## src/rtl/vc_scheduler_pkg.sv

```systemverilog
// rtl/vc_scheduler_pkg.sv - shared encodings and helpers for the VC scheduler
//
// Holds the scheduler state encoding, VC index constants, the credit-width
// helper and a small index-to-state conversion used by the arbiter.
package vc_scheduler_pkg;

  typedef enum logic [1:0] {
    ST_IDLE = 2'd0,
    ST_VC0  = 2'd1,
    ST_VC1  = 2'd2
  } sched_state_e;

  localparam logic VC0_IDX = 1'b0;
  localparam logic VC1_IDX = 1'b1;

  // Enough bits to hold a credit count from 0 up to the larger weight.
  function automatic int credit_width(input int w0, input int w1);
    return $clog2(((w0 > w1) ? w0 : w1) + 1);
  endfunction

  function automatic sched_state_e vc_state(input logic idx);
    return (idx == VC1_IDX) ? ST_VC1 : ST_VC0;
  endfunction

endpackage

```

## src/rtl/vc_scheduler_if.sv

```systemverilog
// rtl/vc_scheduler_if.sv - handshake bundle between the VC scheduler and its neighbours
//
// master: scheduler side (takes FIFO status and active, drives pops/status).
// slave : FIFO/fsm side (drives status and active, observes pops/status).
interface vc_scheduler_if #(
  parameter int CNT_W = 8
);
  logic             active;
  logic             fifo_empty_vc0;
  logic             fifo_empty_vc1;
  logic             dest_vc0;
  logic             dest_vc1;
  logic             fifo_pause_d0;
  logic             fifo_pause_d1;
  logic             pop_vc0;
  logic             pop_vc1;
  logic             pop_delay_vc0;
  logic             pop_delay_vc1;
  logic [1:0]       sched_state;
  logic [CNT_W-1:0] grant_cnt_vc0;
  logic [CNT_W-1:0] grant_cnt_vc1;

  modport master (
    input  active, fifo_empty_vc0, fifo_empty_vc1, dest_vc0, dest_vc1,
           fifo_pause_d0, fifo_pause_d1,
    output pop_vc0, pop_vc1, pop_delay_vc0, pop_delay_vc1, sched_state,
           grant_cnt_vc0, grant_cnt_vc1
  );

  modport slave (
    output active, fifo_empty_vc0, fifo_empty_vc1, dest_vc0, dest_vc1,
           fifo_pause_d0, fifo_pause_d1,
    input  pop_vc0, pop_vc1, pop_delay_vc0, pop_delay_vc1, sched_state,
           grant_cnt_vc0, grant_cnt_vc1
  );

endinterface

```

## src/rtl/grant_counter.sv

```systemverilog
// rtl/grant_counter.sv - wrapping grant counter with increment enable and async clear
//
// Ports: clk_i clock, clr_i async active-high clear, en_i count this cycle,
//        count_o current count (wraps from all-ones to zero).
module grant_counter #(
  parameter int CNT_W = 8
) (
  input  logic             clk_i,
  input  logic             clr_i,
  input  logic             en_i,
  output logic [CNT_W-1:0] count_o
);

  logic [CNT_W-1:0] count_q;

  always_ff @(posedge clk_i or posedge clr_i) begin
    if (clr_i) begin
      count_q <= '0;
    end else if (en_i) begin
      count_q <= count_q + 1'b1;
    end
  end

  assign count_o = count_q;

endmodule

```

## src/rtl/vc_scheduler.sv

```systemverilog
// rtl/vc_scheduler.sv - weighted round-robin pop scheduler for the VC0/VC1 FIFO pair
//
// Ports: clk clock, reset async active-high reset, bus (master modport):
//   in : active, fifo_empty_vc0/1, dest_vc0/1, fifo_pause_d0/1
//   out: pop_vc0/1 (combinational grant), pop_delay_vc0/1 (pop lagged one
//        cycle, mux select), sched_state, grant_cnt_vc0/1.
module vc_scheduler
  import vc_scheduler_pkg::*;
#(
  parameter int W0    = 2,
  parameter int W1    = 1,
  parameter int CNT_W = 8
) (
  input  logic          clk,
  input  logic          reset,
  vc_scheduler_if.master bus
);

  localparam int CRED_W = credit_width(W0, W1);
  localparam logic [CRED_W-1:0] W0_C = CRED_W'(W0);
  localparam logic [CRED_W-1:0] W1_C = CRED_W'(W1);

  sched_state_e      state_q, state_d;
  logic [CRED_W-1:0] credit_q, credit_d;
  logic              pop_delay_vc0_q, pop_delay_vc1_q;

  logic [1:0]        elig;
  logic [1:0]        pop;
  logic              owner, other;
  logic [CRED_W-1:0] w_own;
  logic [CNT_W-1:0]  cnt_vc0, cnt_vc1;

  always_comb begin
    elig[VC0_IDX] = ~bus.fifo_empty_vc0 &
                    ~(bus.dest_vc0 ? bus.fifo_pause_d1 : bus.fifo_pause_d0);
    elig[VC1_IDX] = ~bus.fifo_empty_vc1 &
                    ~(bus.dest_vc1 ? bus.fifo_pause_d1 : bus.fifo_pause_d0);

    // IDLE hands the turn to VC0, which is what makes VC0 win ties from IDLE.
    owner = (state_q == ST_VC1) ? VC1_IDX : VC0_IDX;
    other = ~owner;
    w_own = (owner == VC1_IDX) ? W1_C : W0_C;

    pop      = '0;
    state_d  = ST_IDLE;
    credit_d = '0;

    // Reset gates the grant so pops drop as soon as reset rises.
    if (bus.active && !reset) begin
      if (elig[owner] && (credit_q < w_own)) begin
        pop[owner] = 1'b1;
        state_d    = vc_state(owner);
        credit_d   = credit_q + 1'b1;
      end else if (elig[other]) begin
        pop[other] = 1'b1;
        state_d    = vc_state(other);
        credit_d   = CRED_W'(1);
      end else if (elig[owner]) begin
        // Turn exhausted but nobody else wants it: start a fresh turn.
        pop[owner] = 1'b1;
        state_d    = vc_state(owner);
        credit_d   = CRED_W'(1);
      end
    end
  end

  always_ff @(posedge clk or posedge reset) begin
    if (reset) begin
      state_q         <= ST_IDLE;
      credit_q        <= '0;
      pop_delay_vc0_q <= 1'b0;
      pop_delay_vc1_q <= 1'b0;
    end else begin
      state_q         <= state_d;
      credit_q        <= credit_d;
      pop_delay_vc0_q <= pop[VC0_IDX];
      pop_delay_vc1_q <= pop[VC1_IDX];
    end
  end

  grant_counter #(.CNT_W(CNT_W)) u_cnt_vc0 (
    .clk_i   (clk),
    .clr_i   (reset),
    .en_i    (pop[VC0_IDX]),
    .count_o (cnt_vc0)
  );

  grant_counter #(.CNT_W(CNT_W)) u_cnt_vc1 (
    .clk_i   (clk),
    .clr_i   (reset),
    .en_i    (pop[VC1_IDX]),
    .count_o (cnt_vc1)
  );

  assign bus.pop_vc0       = pop[VC0_IDX];
  assign bus.pop_vc1       = pop[VC1_IDX];
  assign bus.pop_delay_vc0 = pop_delay_vc0_q;
  assign bus.pop_delay_vc1 = pop_delay_vc1_q;
  assign bus.sched_state   = state_q;
  assign bus.grant_cnt_vc0 = cnt_vc0;
  assign bus.grant_cnt_vc1 = cnt_vc1;

endmodule
```

## src/flat_wrapper.sv

```systemverilog
// flat-port wrapper written by rule: the top's interface ports become plain ports
module vc_scheduler_flat import vc_scheduler_pkg::*;
#(
  parameter int W0    = 2,
  parameter int W1    = 1,
  parameter int CNT_W = 8
)
  (clk, reset, bus_active, bus_fifo_empty_vc0, bus_fifo_empty_vc1, bus_dest_vc0, bus_dest_vc1, bus_fifo_pause_d0, bus_fifo_pause_d1, bus_pop_vc0, bus_pop_vc1, bus_pop_delay_vc0, bus_pop_delay_vc1, bus_sched_state, bus_grant_cnt_vc0, bus_grant_cnt_vc1);
  vc_scheduler_if #(.CNT_W(CNT_W)) bus_i ();
  input  logic clk;
  input  logic reset;
  input wire logic [$bits(bus_i.active)-1:0] bus_active;
  input wire logic [$bits(bus_i.fifo_empty_vc0)-1:0] bus_fifo_empty_vc0;
  input wire logic [$bits(bus_i.fifo_empty_vc1)-1:0] bus_fifo_empty_vc1;
  input wire logic [$bits(bus_i.dest_vc0)-1:0] bus_dest_vc0;
  input wire logic [$bits(bus_i.dest_vc1)-1:0] bus_dest_vc1;
  input wire logic [$bits(bus_i.fifo_pause_d0)-1:0] bus_fifo_pause_d0;
  input wire logic [$bits(bus_i.fifo_pause_d1)-1:0] bus_fifo_pause_d1;
  output wire logic [$bits(bus_i.pop_vc0)-1:0] bus_pop_vc0;
  output wire logic [$bits(bus_i.pop_vc1)-1:0] bus_pop_vc1;
  output wire logic [$bits(bus_i.pop_delay_vc0)-1:0] bus_pop_delay_vc0;
  output wire logic [$bits(bus_i.pop_delay_vc1)-1:0] bus_pop_delay_vc1;
  output wire logic [$bits(bus_i.sched_state)-1:0] bus_sched_state;
  output wire logic [$bits(bus_i.grant_cnt_vc0)-1:0] bus_grant_cnt_vc0;
  output wire logic [$bits(bus_i.grant_cnt_vc1)-1:0] bus_grant_cnt_vc1;
  assign bus_i.active = bus_active;
  assign bus_i.fifo_empty_vc0 = bus_fifo_empty_vc0;
  assign bus_i.fifo_empty_vc1 = bus_fifo_empty_vc1;
  assign bus_i.dest_vc0 = bus_dest_vc0;
  assign bus_i.dest_vc1 = bus_dest_vc1;
  assign bus_i.fifo_pause_d0 = bus_fifo_pause_d0;
  assign bus_i.fifo_pause_d1 = bus_fifo_pause_d1;
  assign bus_pop_vc0 = bus_i.pop_vc0;
  assign bus_pop_vc1 = bus_i.pop_vc1;
  assign bus_pop_delay_vc0 = bus_i.pop_delay_vc0;
  assign bus_pop_delay_vc1 = bus_i.pop_delay_vc1;
  assign bus_sched_state = bus_i.sched_state;
  assign bus_grant_cnt_vc0 = bus_i.grant_cnt_vc0;
  assign bus_grant_cnt_vc1 = bus_i.grant_cnt_vc1;
  vc_scheduler #(.W0(W0), .W1(W1), .CNT_W(CNT_W)) u_core (.clk(clk), .reset(reset), .bus(bus_i));
endmodule
```

## config.mk

```make
export PLATFORM = sky130hd
export DESIGN_NAME = vc_scheduler_flat
export DESIGN_NICKNAME = d
export VERILOG_FILES = /design/src/rtl/vc_scheduler_pkg.sv /design/src/rtl/vc_scheduler_if.sv /design/src/rtl/grant_counter.sv /design/src/rtl/vc_scheduler.sv /design/src/flat_wrapper.sv
export SDC_FILE = /design/constraint.sdc
export NUM_CORES = 1
export LEC_CHECK = 0
export CAP_MARGIN = 0
export CORE_MARGIN = 3
export CORE_UTILIZATION = 34
export CTS_CLUSTER_DIAMETER = 80
export DETAILED_ROUTE_END_ITERATION = 12
export HOLD_SLACK_MARGIN = 0.05
export SLEW_MARGIN = 15
export SYNTH_ARGS = -nofsm -noshare
export SYNTH_HDL_FRONTEND = slang
export SYNTH_HIERARCHICAL = 1
export SYNTH_SLANG_ARGS = --single-unit
```

## constraint.sdc

```tcl
create_clock -name clk -period 2 [get_ports clk]
set_input_delay 0.5 -clock clk [delete_from_list [all_inputs] [get_ports clk]]
set_output_delay 0.5 -clock clk [all_outputs]
set_load 0.01 [all_outputs]
```

==> results.json <==
{
  "status": "completed",
  "slew_viol_final": 0,
  "power_w": 0.00126,
  "die_w_um": 58.5,
  "start_util": 0.368,
  "routed_via_density": 4.56,
  "grt_util_all_layers": 0.125,
  "p_per_area_nw_per_um2": 866,
  "portBuffers": 30,
  "fin_nets": 138,
  "layout.area.seq_um2": 500,
  "ys_ff_latch": 20,
  "stdcell_count": 156,
  "clkLatencyLatePin_ns": 0.30,
  "worst_hold_path_type": "in -> async",
  "ys_seq_area_frac": 0.535,
  "max_freq_mhz": 503,
  "multi_input_area_um2": 433,
  "gr-usage-met1": 0.181,
  "yosys.cell_types.count": 22,
  "ioPinCount": 31,
  "grt_pass1_wl_mm": 3.26,
  "syn_area_per_cell_um2": 12.0,
  "gr-usage-met2": 0.180,
  "drv_cap": 0,
  "place_area_um2": 1360,
  "rows": 18,
  "die-area_um2": 3420,
  "firstDrtPassIters": 4,
  "end_kind": "primary output",
  "stdcell_area_um2": 1450,
  "max_slew_margin": 0.787,
  "cp.arrival_ns": 1.49,
  "fillers": 242,
  "power.leakage_nw": 0.699,
  "synthCells": 78,
  "timing.rr.start": "u_core/bus.sched_state[0]$_DFF_PP0_",
  "grt_max_degree": 13,
  "cp_slowest_cell": "dlygate4sd2_1",
  "setup.worst_path.start": "bus_fifo_pause_d0",
  "final_cell_mix": "clkdlybuf4s50_1 (21), dfrtp_1 (20), buf_4 (14), xnor2_1 (8)",
  "syn_to_final_growth_pct": 55.3,
  "h-tree-depth": 1,
  "cp_cell_sequence": "dlygate4sd2_1 > nor2b_4 > a211oi_4 > o211a_1 > buf_2",
  "fin_util": 0.571,
  "drt_iter0_markers": 14,
  "layout_commonest_cell": "clkdlybuf4s50_1",
  "synth_nets": 89,
  "antenna_found_initial": 0,
  "root_buffer": "clkbuf_4",
  "grt_busiest_layer": "met1",
  "avgRoutedWirePerCell_um": 12.0,
  "routabilityCongestion": 0.698,
  "drc": 0,
  "path_class": "in -> out",
  "pre_cts_slack_ns": -0.561,
  "cp.required_ns": 1.50,
  "netlist_area_um2": 936,
  "cpPeakStageDelay_ns": 0.25,
  "grtUsageMet3": 0.0241,
  "num_vias": 711,
  "setup_slack_ns": 0.0106,
  "hold_viol": 0,
  "antenna_cells": 0,
  "drive_gt1_frac": 0.270,
  "overflow": 0,
  "critPathTopFamily": "compound AO/OA/AOI/OAI gates",
  "rsz0062_at_grt": "yes",
  "period_share": 0.995,
  "cts_tree": "done",
  "peakVddDrop_mv": 0.723,
  "cp-start-kind": "input port",
  "dp_hpwl_mm": 1.40,
  "finalSetupViolCount": 0,
  "place_inst": 149,
  "tightest_slew_ns": 0.319,
  "postCtsHoldBufs": 0,
  "yosysWarnings": 6,
  "clkTransAtPathRegs_ns": 0.11,
  "cts_buffer_depth": 2,
  "coreArea_um2": 2540,
  "ant_nets": 0,
  "fp.dieH_um": 58.5,
  "cts_buffers": 3,
  "min_period_ns": 1.99,
  "final.setup_skew_ns": 0.00164,
  "path_max_fanout": 2,
  "finalWirelength_mm": 1.87,
  "cts.sinks": 20,
  "critPathBufInv": 2,
  "grt_pass1_vias": 720
}
## tightest hold or removal path, delay by kind of cell
kind     cells  cell delay (ns)
buf+inv      3             0.55
## sequential cells by signal, summed over array words and instances (netlist names)
signal / flops
u_core/credit_q: 2
u_core/bus.sched_state: 1
u_core/u_cnt_vc1/count_o: 8
u_core/bus.pop_delay_vc1: 1
u_core/u_cnt_vc0/count_o: 8
## cell usage after synthesis
cell | n | area share
nand4_1 | 4 | 0.027
nor2b_2 | 2 | 0.019
a21oi_1 | 1 | 0.0053
nand3_1 | 1 | 0.0053
nand2_1 | 7 | 0.028
nand4_2 | 2 | 0.027
nor3_2 | 2 | 0.021
buf_4 | 2 | 0.016
xnor2_1 | 8 | 0.075
nand2b_1 | 1 | 0.0067
o211a_1 | 1 | 0.011
inv_1 | 4 | 0.016
nor2_1 | 4 | 0.016
xor2_1 | 6 | 0.056
ha_1 | 2 | 0.027
mux2i_1 | 3 | 0.032
dfrtp_1 | 20 | 0.53
and3_1 | 3 | 0.020
a211oi_4 | 1 | 0.021
mux2_2 | 2 | 0.024
nor2b_1 | 1 | 0.0067
o21ai_0 | 1 | 0.0053
## cell type report
cell class | instances | share of cell area
sequential | 20 | 0.344
multi-input combinational | 52 | 0.298
timing repair buffer | 46 | 0.286
tap | 30 | 0.0258
clock inverter | 1 | 0.0207
clock buffer | 3 | 0.0155
inverter | 4 | 0.0103
## what timing repair did
action / 4_1_cts / 5_1_grt
pin swaps: 5 / 2
setup buffers: 1 / 2
resized for setup: 20 / 3
endpoints found under the hold margin: 0 / 0
setup endpoints to repair: 2 / 2
## path summary, 6_finish.rpt
check | end | slack [ns] | cells after the start
min | u_core/bus.sched_state[0]$_DFF_PP0_ | 0.38 | 3
max in group asynchronous | u_core/u_cnt_vc0/count_o[6]$_DFFE_PP0P_ | 1.32 | 3
max reg2reg | u_core/u_cnt_vc0/count_o[7]$_DFFE_PP0P_ | 0.21 | 7
min in group clk | u_core/u_cnt_vc1/count_o[7]$_DFFE_PP0P_ | 0.47 | 1
min reg2reg | u_core/u_cnt_vc1/count_o[7]$_DFFE_PP0P_ | 0.47 | 1
max | bus_pop_vc0 | 0.01 | 5
## where the power goes
part,switching (W),internal (W)
combinational,0.000137,0.000217
sequential,0.000101,0.000477
clock,0.000124,0.000202
## metrics by stage
step	setup TNS, ns	hold slack (ns)
2_1_floorplan	0	0.266
3_3_place_gp	-3.05	0.456
4_1_cts	0	0.367
5_1_grt	-0.134	0.389
3_5_place_dp	-3.25	0.462
6_report	0	0.376
## logic make-up (layout without fill, tap and decap cells)
| group | after synthesis | count (layout) | share of synthesized area |
|---|---|---|---|
| flip-flops | 20 | 20 | 0.535 |
| multiplexers | 5 | 5 | 0.0561 |
| AO/OA/AOI/OAI | 4 | 4 | 0.0428 |
| buffers and inverters | 6 | 54 | 0.0321 |
| XOR/XNOR | 14 | 14 | 0.131 |
| adder cells (fa/ha/maj) | 2 | 2 | 0.0267 |
| AND/OR/NAND/NOR | 27 | 27 | 0.176 |
## metal layers
layer,routed length (µm),vias to the layer above
met5,0,-
met4,14,0
li1,-,359
met2,821,19
met3,112,2
met1,916,331
Note: power is estimated with default switching activity, not from simulation.
